<file path="config.mk">
export PLATFORM = sky130hd
export DESIGN_NAME = keypad_fifo
export DESIGN_NICKNAME = d
export VERILOG_FILES = /design/src/rtl/keypad_pkg.sv /design/src/rtl/sync_fifo.sv /design/src/rtl/keypad_fifo.sv
export SDC_FILE = /design/constraint.sdc
export NUM_CORES = 1
export LEC_CHECK = 0
export CAP_MARGIN = 20
export CORE_MARGIN = 2
export CORE_UTILIZATION = 44
export CTS_CLUSTER_DIAMETER = 120
export DETAILED_ROUTE_END_ITERATION = 8
export PLACE_DENSITY = 0.77
export SLEW_MARGIN = 20
export SYNTH_ARGS = -nofsm -noshare
export SYNTH_HDL_FRONTEND = slang
export SYNTH_SLANG_ARGS = --single-unit
</file>
<file path="constraint.sdc">
create_clock -name clk -period 2.8 [get_ports clk]
set_input_delay 0.56 -clock clk [delete_from_list [all_inputs] [get_ports clk]]
set_output_delay 0.56 -clock clk [all_outputs]
set_load 0.01 [all_outputs]
</file>
<file path="src/rtl/keypad_pkg.sv">
// Shared register map and bit layout for the keypad key buffer.
package keypad_pkg;

  // Register offsets inside the keypad window
  localparam logic [11:0] OFF_DATA   = 12'd0;
  localparam logic [11:0] OFF_STATUS = 12'd1;
  localparam logic [11:0] OFF_CTRL   = 12'd2;

  // STATUS bit positions
  localparam int ST_NE      = 0;
  localparam int ST_FULL    = 1;
  localparam int ST_OVF     = 2;
  localparam int ST_CNT_LSB = 8;

  // CTRL bit positions
  localparam int CTRL_FLUSH = 0;

  typedef enum logic [1:0] {
    SEL_NONE,
    SEL_DATA,
    SEL_STATUS,
    SEL_CTRL
  } reg_sel_e;

  // Assemble the STATUS word; unlisted bits stay zero
  function automatic logic [15:0] status_word(input logic ne, input logic full,
                                              input logic ovf, input logic [3:0] cnt);
    logic [15:0] w;
    w                         = '0;
    w[ST_NE]                  = ne;
    w[ST_FULL]                = full;
    w[ST_OVF]                 = ovf;
    w[ST_CNT_LSB +: 4]        = cnt;
    return w;
  endfunction

endpackage

</file>
<file path="src/rtl/sync_fifo.sv">
// Generic synchronous FIFO: storage, wrapping pointers and an explicit count.
// Flush overrides push and pop; a pop on empty is ignored; a push when full is
// accepted only if a pop frees the slot in the same cycle.
module sync_fifo #(
  parameter int DEPTH = 8,
  parameter int W     = 4
) (
  input  logic         clk,
  input  logic         rst_n,
  input  logic         push,
  input  logic         pop,
  input  logic         flush,
  input  logic [W-1:0] din,
  output logic [W-1:0] dout,
  output logic         full,
  output logic         empty,
  output logic [3:0]   count
);

  localparam int AW = (DEPTH > 1) ? $clog2(DEPTH) : 1;

  logic [AW-1:0] r_wr_ptr;
  logic [AW-1:0] r_rd_ptr;
  logic [3:0]    r_count;
  logic [W-1:0]  r_mem [DEPTH];

  logic w_pop;
  logic w_push;

  assign empty  = (r_count == 4'd0);
  assign full   = (r_count == 4'(DEPTH));
  assign count  = r_count;
  assign w_pop  = pop & ~empty & ~flush;
  assign w_push = push & (~full | w_pop) & ~flush;

  // Empty FIFO reads as zero regardless of stale storage
  assign dout = empty ? '0 : r_mem[r_rd_ptr];

  // Pointer and count bookkeeping; pointers wrap naturally at DEPTH (power of 2)
  always_ff @(posedge clk or negedge rst_n) begin
    if (!rst_n) begin
      r_wr_ptr <= '0;
      r_rd_ptr <= '0;
      r_count  <= 4'd0;
    end else if (flush) begin
      r_wr_ptr <= '0;
      r_rd_ptr <= '0;
      r_count  <= 4'd0;
    end else begin
      if (w_push) r_wr_ptr <= r_wr_ptr + 1'b1;
      if (w_pop)  r_rd_ptr <= r_rd_ptr + 1'b1;
      case ({w_push, w_pop})
        2'b10:   r_count <= r_count + 4'd1;
        2'b01:   r_count <= r_count - 4'd1;
        default: r_count <= r_count;
      endcase
    end
  end

  // Storage write; contents are intentionally not reset
  always_ff @(posedge clk) begin
    if (w_push) r_mem[r_wr_ptr] <= din;
  end

endmodule

</file>
<file path="src/rtl/keypad_fifo.sv">
// Memory-mapped keypad key buffer: DATA/STATUS/CTRL window around a sync_fifo,
// plus a registered key-available level and a sticky overflow flag.
module keypad_fifo
  import keypad_pkg::*;
#(
  parameter int          DEPTH = 8,
  parameter logic [11:0] BASE  = 12'h900
) (
  input  logic        clk,
  input  logic        rst_n,
  input  logic        key_valid,
  input  logic [3:0]  key_code,
  input  logic [11:0] address,
  input  logic        rd_stb,
  input  logic        wr_stb,
  input  logic [15:0] wdata,
  output logic [15:0] rdata,
  output logic        key_avail,
  output logic        overflow
);

  localparam logic [11:0] A_DATA   = BASE + OFF_DATA;
  localparam logic [11:0] A_STATUS = BASE + OFF_STATUS;
  localparam logic [11:0] A_CTRL   = BASE + OFF_CTRL;

  reg_sel_e    w_sel;
  logic        w_pop;
  logic        w_flush;
  logic        w_stat_rd;
  logic        w_drop;
  logic        w_full;
  logic        w_empty;
  logic [3:0]  w_count;
  logic [3:0]  w_head;
  logic        w_unused;

  logic        r_overflow;
  logic        r_key_avail;

  // Only the flush bit of CTRL carries meaning
  assign w_unused = ^wdata[15:1];

  // Address decode into the register window
  always_comb begin
    w_sel = SEL_NONE;
    if      (address == A_DATA)   w_sel = SEL_DATA;
    else if (address == A_STATUS) w_sel = SEL_STATUS;
    else if (address == A_CTRL)   w_sel = SEL_CTRL;
  end

  assign w_pop     = rd_stb & (w_sel == SEL_DATA);
  assign w_stat_rd = rd_stb & (w_sel == SEL_STATUS);
  assign w_flush   = wr_stb & (w_sel == SEL_CTRL) & wdata[CTRL_FLUSH];
  // When full the FIFO is non-empty, so a DATA read always frees a slot
  assign w_drop    = key_valid & w_full & ~w_pop & ~w_flush;

  sync_fifo #(.DEPTH(DEPTH), .W(4)) u_fifo (
    .clk   (clk),
    .rst_n (rst_n),
    .push  (key_valid),
    .pop   (w_pop),
    .flush (w_flush),
    .din   (key_code),
    .dout  (w_head),
    .full  (w_full),
    .empty (w_empty),
    .count (w_count)
  );

  // Sticky overflow: flush clears, a dropped key sets (beats a STATUS-read clear)
  always_ff @(posedge clk or negedge rst_n) begin
    if (!rst_n)         r_overflow <= 1'b0;
    else if (w_flush)   r_overflow <= 1'b0;
    else if (w_drop)    r_overflow <= 1'b1;
    else if (w_stat_rd) r_overflow <= 1'b0;
  end

  // Key-available tracks the post-edge non-empty state as its own flop
  always_ff @(posedge clk or negedge rst_n) begin
    if (!rst_n)                                 r_key_avail <= 1'b0;
    else if (w_flush)                           r_key_avail <= 1'b0;
    else if (key_valid & (~w_full | w_pop))     r_key_avail <= 1'b1;
    else if (w_pop & (w_count == 4'd1))         r_key_avail <= 1'b0;
  end

  // Read mux; returns pre-update state during a strobed read
  always_comb begin
    rdata = 16'h0000;
    case (w_sel)
      SEL_DATA:   rdata = {12'h000, w_head};
      SEL_STATUS: rdata = status_word(~w_empty, w_full, r_overflow, w_count);
      default:    rdata = 16'h0000;
    endcase
  end

  assign key_avail = r_key_avail;
  assign overflow  = r_overflow;

endmodule

</file>
==> impl_summary.md <==
GRT
The number of antenna violations at the first check in global routing was 0. The aggregate global-route resource usage is 17.4%. The first global-routing pass estimated 7150 microns of wire. The via count of the first global-routing pass is 1479.

Entering global routing, the biggest net connects 14 pins. Global routing finished with a remaining overflow of 0.

Worst setup path
The cell occurring most often along the worst timing path is sky130_fd_sc_hd__buf_4. The worst setup path is captured at a primary output. For the worst setup path, the data arrival time is 2.14 ns. The cell family contributing the most delay on the critical path is buffers and inverters. The signal on the critical path passes through clkdlybuf4s50_1 -> nor4bb_4 -> buf_4 -> buf_4 -> and3_2 -> and2_1 -> clkdlybuf4s15_1.

Of all nets on the critical path, the largest fanout is 6. The combined buffer and inverter count along the critical path is 4. In this design, the stage delay of the slowest critical-path cell is 0.46 ns. The critical-path cell with the highest stage delay is sky130_fd_sc_hd__clkdlybuf4s50_1. The critical path start-end classification is in -> out. The slack of the worst reg-to-reg path is 0.37 ns. The worst setup path is launched from an input port. At the worst endpoint, the required time is 2.24 ns.

Power
Summing internal, switching and leakage power gives 1.87 mW. The peak supply drop is 0.000595 V. The standby leakage power is 1.13 nW. The power density over cell area is 645 mW/mm^2.

STA
The number of endpoints with negative hold slack in the final report was 0. The final count of negative-setup-slack endpoints is 0. The final clock skew is 0.00582 ns. Setup repair after global routing left no endpoint under its margin. The post-layout minimum cycle time is 2.70 ns. Static timing analysis puts the maximum clock frequency at 370 MHz. The transition at the pin with the smallest max-transition slack is 0.581 ns. The worst pin sits at a relative slew slack of 61.2%.

The max-slew violation count came to 0. In the finished design, the share of the clock period the worst path needs comes to 96.5%.

Final layout
The number of nets in the layout is 262. The cell area after layout is 0.00289 sq mm. The relative area change from synthesis to final layout is 31.1%.

The final standard cell count with taps included and fillers excluded is 286. 0 antenna diodes ended up in the layout. The share of cells above drive strength 1 is 30.6%.

The post-route core utilization is 60.4%.

Logic synthesis
For this run, the leading register cell type out of synthesis is sky130_fd_sc_hd__edfxtp_1. The cell area after synthesis is 0.00221 sq mm. After synthesis the netlist holds a flip-flop and latch count of 44. The number of synthesized flops with an enable pin is 32. The number of warnings printed during yosys synthesis is 0. Of the synthesized area, sequential elements account for 57.1%. The synthesized netlist cell count is 160. The average instance in the mapped netlist occupies 13.8 sq um. The share of flip-flops with an asynchronous set or reset after synthesis is 27.3%. The count of unique library cells instantiated by Yosys is 44.

Hold path
The tightest min-delay check is of the reg -> reg type.

Floorplanning
Once the floorplan was initialized, standard cells occupied 46.1% of the core. In this run the vertical extent of the chip is 74.8 microns. The chip width is 74.8 microns.

55 I/O pins were placed. The overall die area is 0.00560 sq mm. The floorplan step defined a core boundary enclosing 0.00479 sq mm. In this run the core area contains 25 standard-cell rows.

Drt
The detailed router finished its first iteration with 76 violations. Using the TritonRoute via totals, the vias-per-cell ratio works out to 5.25. The met3 routed wirelength is 290 microns. Before antenna repair, the detailed router went through 4 iterations. In the final routed layout, each cell accounts on average for 15.7 microns. The DRC violation count after routing is 0.

The uppermost layer routed is met4. The routed metal-1 wirelength is 2040 microns. The remaining antenna violation count is 0. The final layout contains routed wiring with a total length of 4500 microns. Wire segments on met2 add up to 2100 microns in the final route. Detailed routing inserted a total of 1502 vias.

Clocking
The number of hold buffers added after CTS is 0. The worst-case clock buffer depth is 2. Clock-pin slew was measured on the worst setup and hold paths at 0.08 ns. The H-tree generated during clock tree synthesis spans 2 levels. The tree is rooted in a sky130_fd_sc_hd__clkbuf_8. The later pin in the worst-skew pair is clocked with a latency of 0.29 ns. TritonCTS built the clock tree.

Counting every sink on the clock net gives 44. In this run, CTS created clock tree buffers numbering 5.

Place
The HPWL after detailed placement is 3350 microns. In this run the cell area measured after placement is 0.00276 sq mm. The placed instance count is 276. The global placement routability congestion is 0.874.

The count of buffers added on input and output ports is 31.

Run status
The run finished with clean final reports.

Flow run
The max-cap check violation count is 0.
[worst reg2reg max path: cells and delay by family (launching register included)]
kind / cells / cell delay (ns)
and+or+nand+nor: 5 / 1.12
DFF: 1 / 0.40
adders and majority gates: 2 / 0.34
AOI/OAI and AO/OA: 1 / 0.16
xor gates and xnor gates: 1 / 0.14
buffers and inverters: 2 / 0.15
[Yosys cell counts, types with 4 or more instances]
library cell | instances | area share [%]
sky130_fd_sc_hd__mux4_2 | 8 | 8.2
sky130_fd_sc_hd__dfrtp_1 | 12 | 14
sky130_fd_sc_hd__nand2_1 | 8 | 1.4
sky130_fd_sc_hd__nor4_1 | 4 | 1.1
sky130_fd_sc_hd__buf_4 | 8 | 2.7
sky130_fd_sc_hd__inv_1 | 7 | 1.2
sky130_fd_sc_hd__a21oi_1 | 4 | 0.91
sky130_fd_sc_hd__nor2_1 | 7 | 1.2
sky130_fd_sc_hd__o21ai_0 | 7 | 1.6
sky130_fd_sc_hd__ha_1 | 7 | 4.0
sky130_fd_sc_hd__mux2i_1 | 5 | 2.3
sky130_fd_sc_hd__edfxtp_1 | 32 | 44
[logic make-up after synthesis]
family | count (synthesis) | synth area share (%)
other | 1 | 0.170
adder cells (fa/ha/maj) | 7 | 3.97
multiplexers | 13 | 10.4
AO/OA/AOI/OAI | 20 | 5.78
flip-flops | 44 | 57.1
buffers and inverters | 23 | 5.73
XOR/XNOR | 3 | 1.19
AND/OR/NAND/NOR | 49 | 15.6
[where the power goes]
part,internal (mW),switching (mW),total (mW)
Sequential,0.823,0.0984,0.922
Combinational,0.240,0.242,0.482
Clock,0.264,0.198,0.463
[cells in the final DEF (no fill, tap or decap), types with 2 or more instances in the layout]
master / instances
sky130_fd_sc_hd__nor3_1: 3
sky130_fd_sc_hd__nor4_1: 4
sky130_fd_sc_hd__mux4_2: 8
sky130_fd_sc_hd__inv_1: 6
sky130_fd_sc_hd__a21oi_1: 3
sky130_fd_sc_hd__buf_4: 29
sky130_fd_sc_hd__clkbuf_2: 6
sky130_fd_sc_hd__dfrtp_1: 11
sky130_fd_sc_hd__xor2_1: 2
sky130_fd_sc_hd__nor2_1: 7
sky130_fd_sc_hd__and2_1: 2
sky130_fd_sc_hd__nor4_4: 2
sky130_fd_sc_hd__nor4b_1: 2
sky130_fd_sc_hd__conb_1: 8
sky130_fd_sc_hd__or3_1: 2
sky130_fd_sc_hd__o22ai_1: 2
sky130_fd_sc_hd__edfxtp_1: 32
sky130_fd_sc_hd__mux2i_1: 5
sky130_fd_sc_hd__nand4_1: 2
sky130_fd_sc_hd__dlygate4sd2_1: 3
sky130_fd_sc_hd__clkdlybuf4s50_1: 21
sky130_fd_sc_hd__clkbuf_8: 5
sky130_fd_sc_hd__ha_1: 6
sky130_fd_sc_hd__o211ai_1: 3
sky130_fd_sc_hd__o21ai_0: 7
sky130_fd_sc_hd__nand2_1: 8
sky130_fd_sc_hd__nand4b_1: 2
[metrics by stage]
step           hold WS (ns)  setup TNS (ns)  worst slack [ns]
4_1_cts               0.566               0            0.0269
3_5_place_dp          0.553           -3.29            -0.406
3_3_place_gp          0.539           -2.64            -0.382
5_1_grt               0.626               0           0.00751
2_1_floorplan         0.264               0           0.00186
6_report              0.567               0            0.0972
[what timing repair did]
action                     CTS  global route
cloned                       0             0
resized for setup           17            16
setup endpoints to repair    9             7
pin swaps                    4             0
setup buffers                2             0
[cell type report]
type | count | area [sq um]
Clock buffer | 6 | 72.6
Clock inverter | 2 | 35.0
Fill cell | 369 | 1890
Inverter | 7 | 26.3
Multi-Input combinational cell | 100 | 918
Sequential cell | 44 | 1260
Tap cell | 67 | 83.8
Timing Repair Buffer | 60 | 494
[path summary, 6_finish.rpt]
| check | startpoint | endpoint | depth (start not counted) |
|---|---|---|---|
| min in group asynchronous | rst_n | u_fifo.count[0]$_DFFE_PN0P_ | 1 |
| setup reg to reg | u_fifo.count[1]$_DFFE_PN0P_ | u_fifo.count[3]$_DFFE_PN0P_ | 11 |
| max in group asynchronous | rst_n | u_fifo.r_rd_ptr[1]$_DFFE_PN0P_ | 1 |
| hold / removal | key_avail$_DFFE_PN0P_ | key_avail$_DFFE_PN0P_ | 2 |
| setup / recovery | address[11] | rdata[10] | 7 |
| hold reg to reg | key_avail$_DFFE_PN0P_ | key_avail$_DFFE_PN0P_ | 2 |
[per-layer routing]
layer,track usage (%),up-vias
met1,24.0,718
met4,6.75,0
met3,3.88,9
li1,-,721
met2,27.1,54
met5,0,-
[registers in the layout, indices dropped and copies added (netlist names)]
| register | cells |
|---|---|
| overflow | 1 |
| u_fifo.r_mem | 32 |
| u_fifo.r_rd_ptr | 3 |
| u_fifo.r_wr_ptr | 3 |
| u_fifo.count | 4 |
| key_avail | 1 |
(Power assumes the default switching activity.)
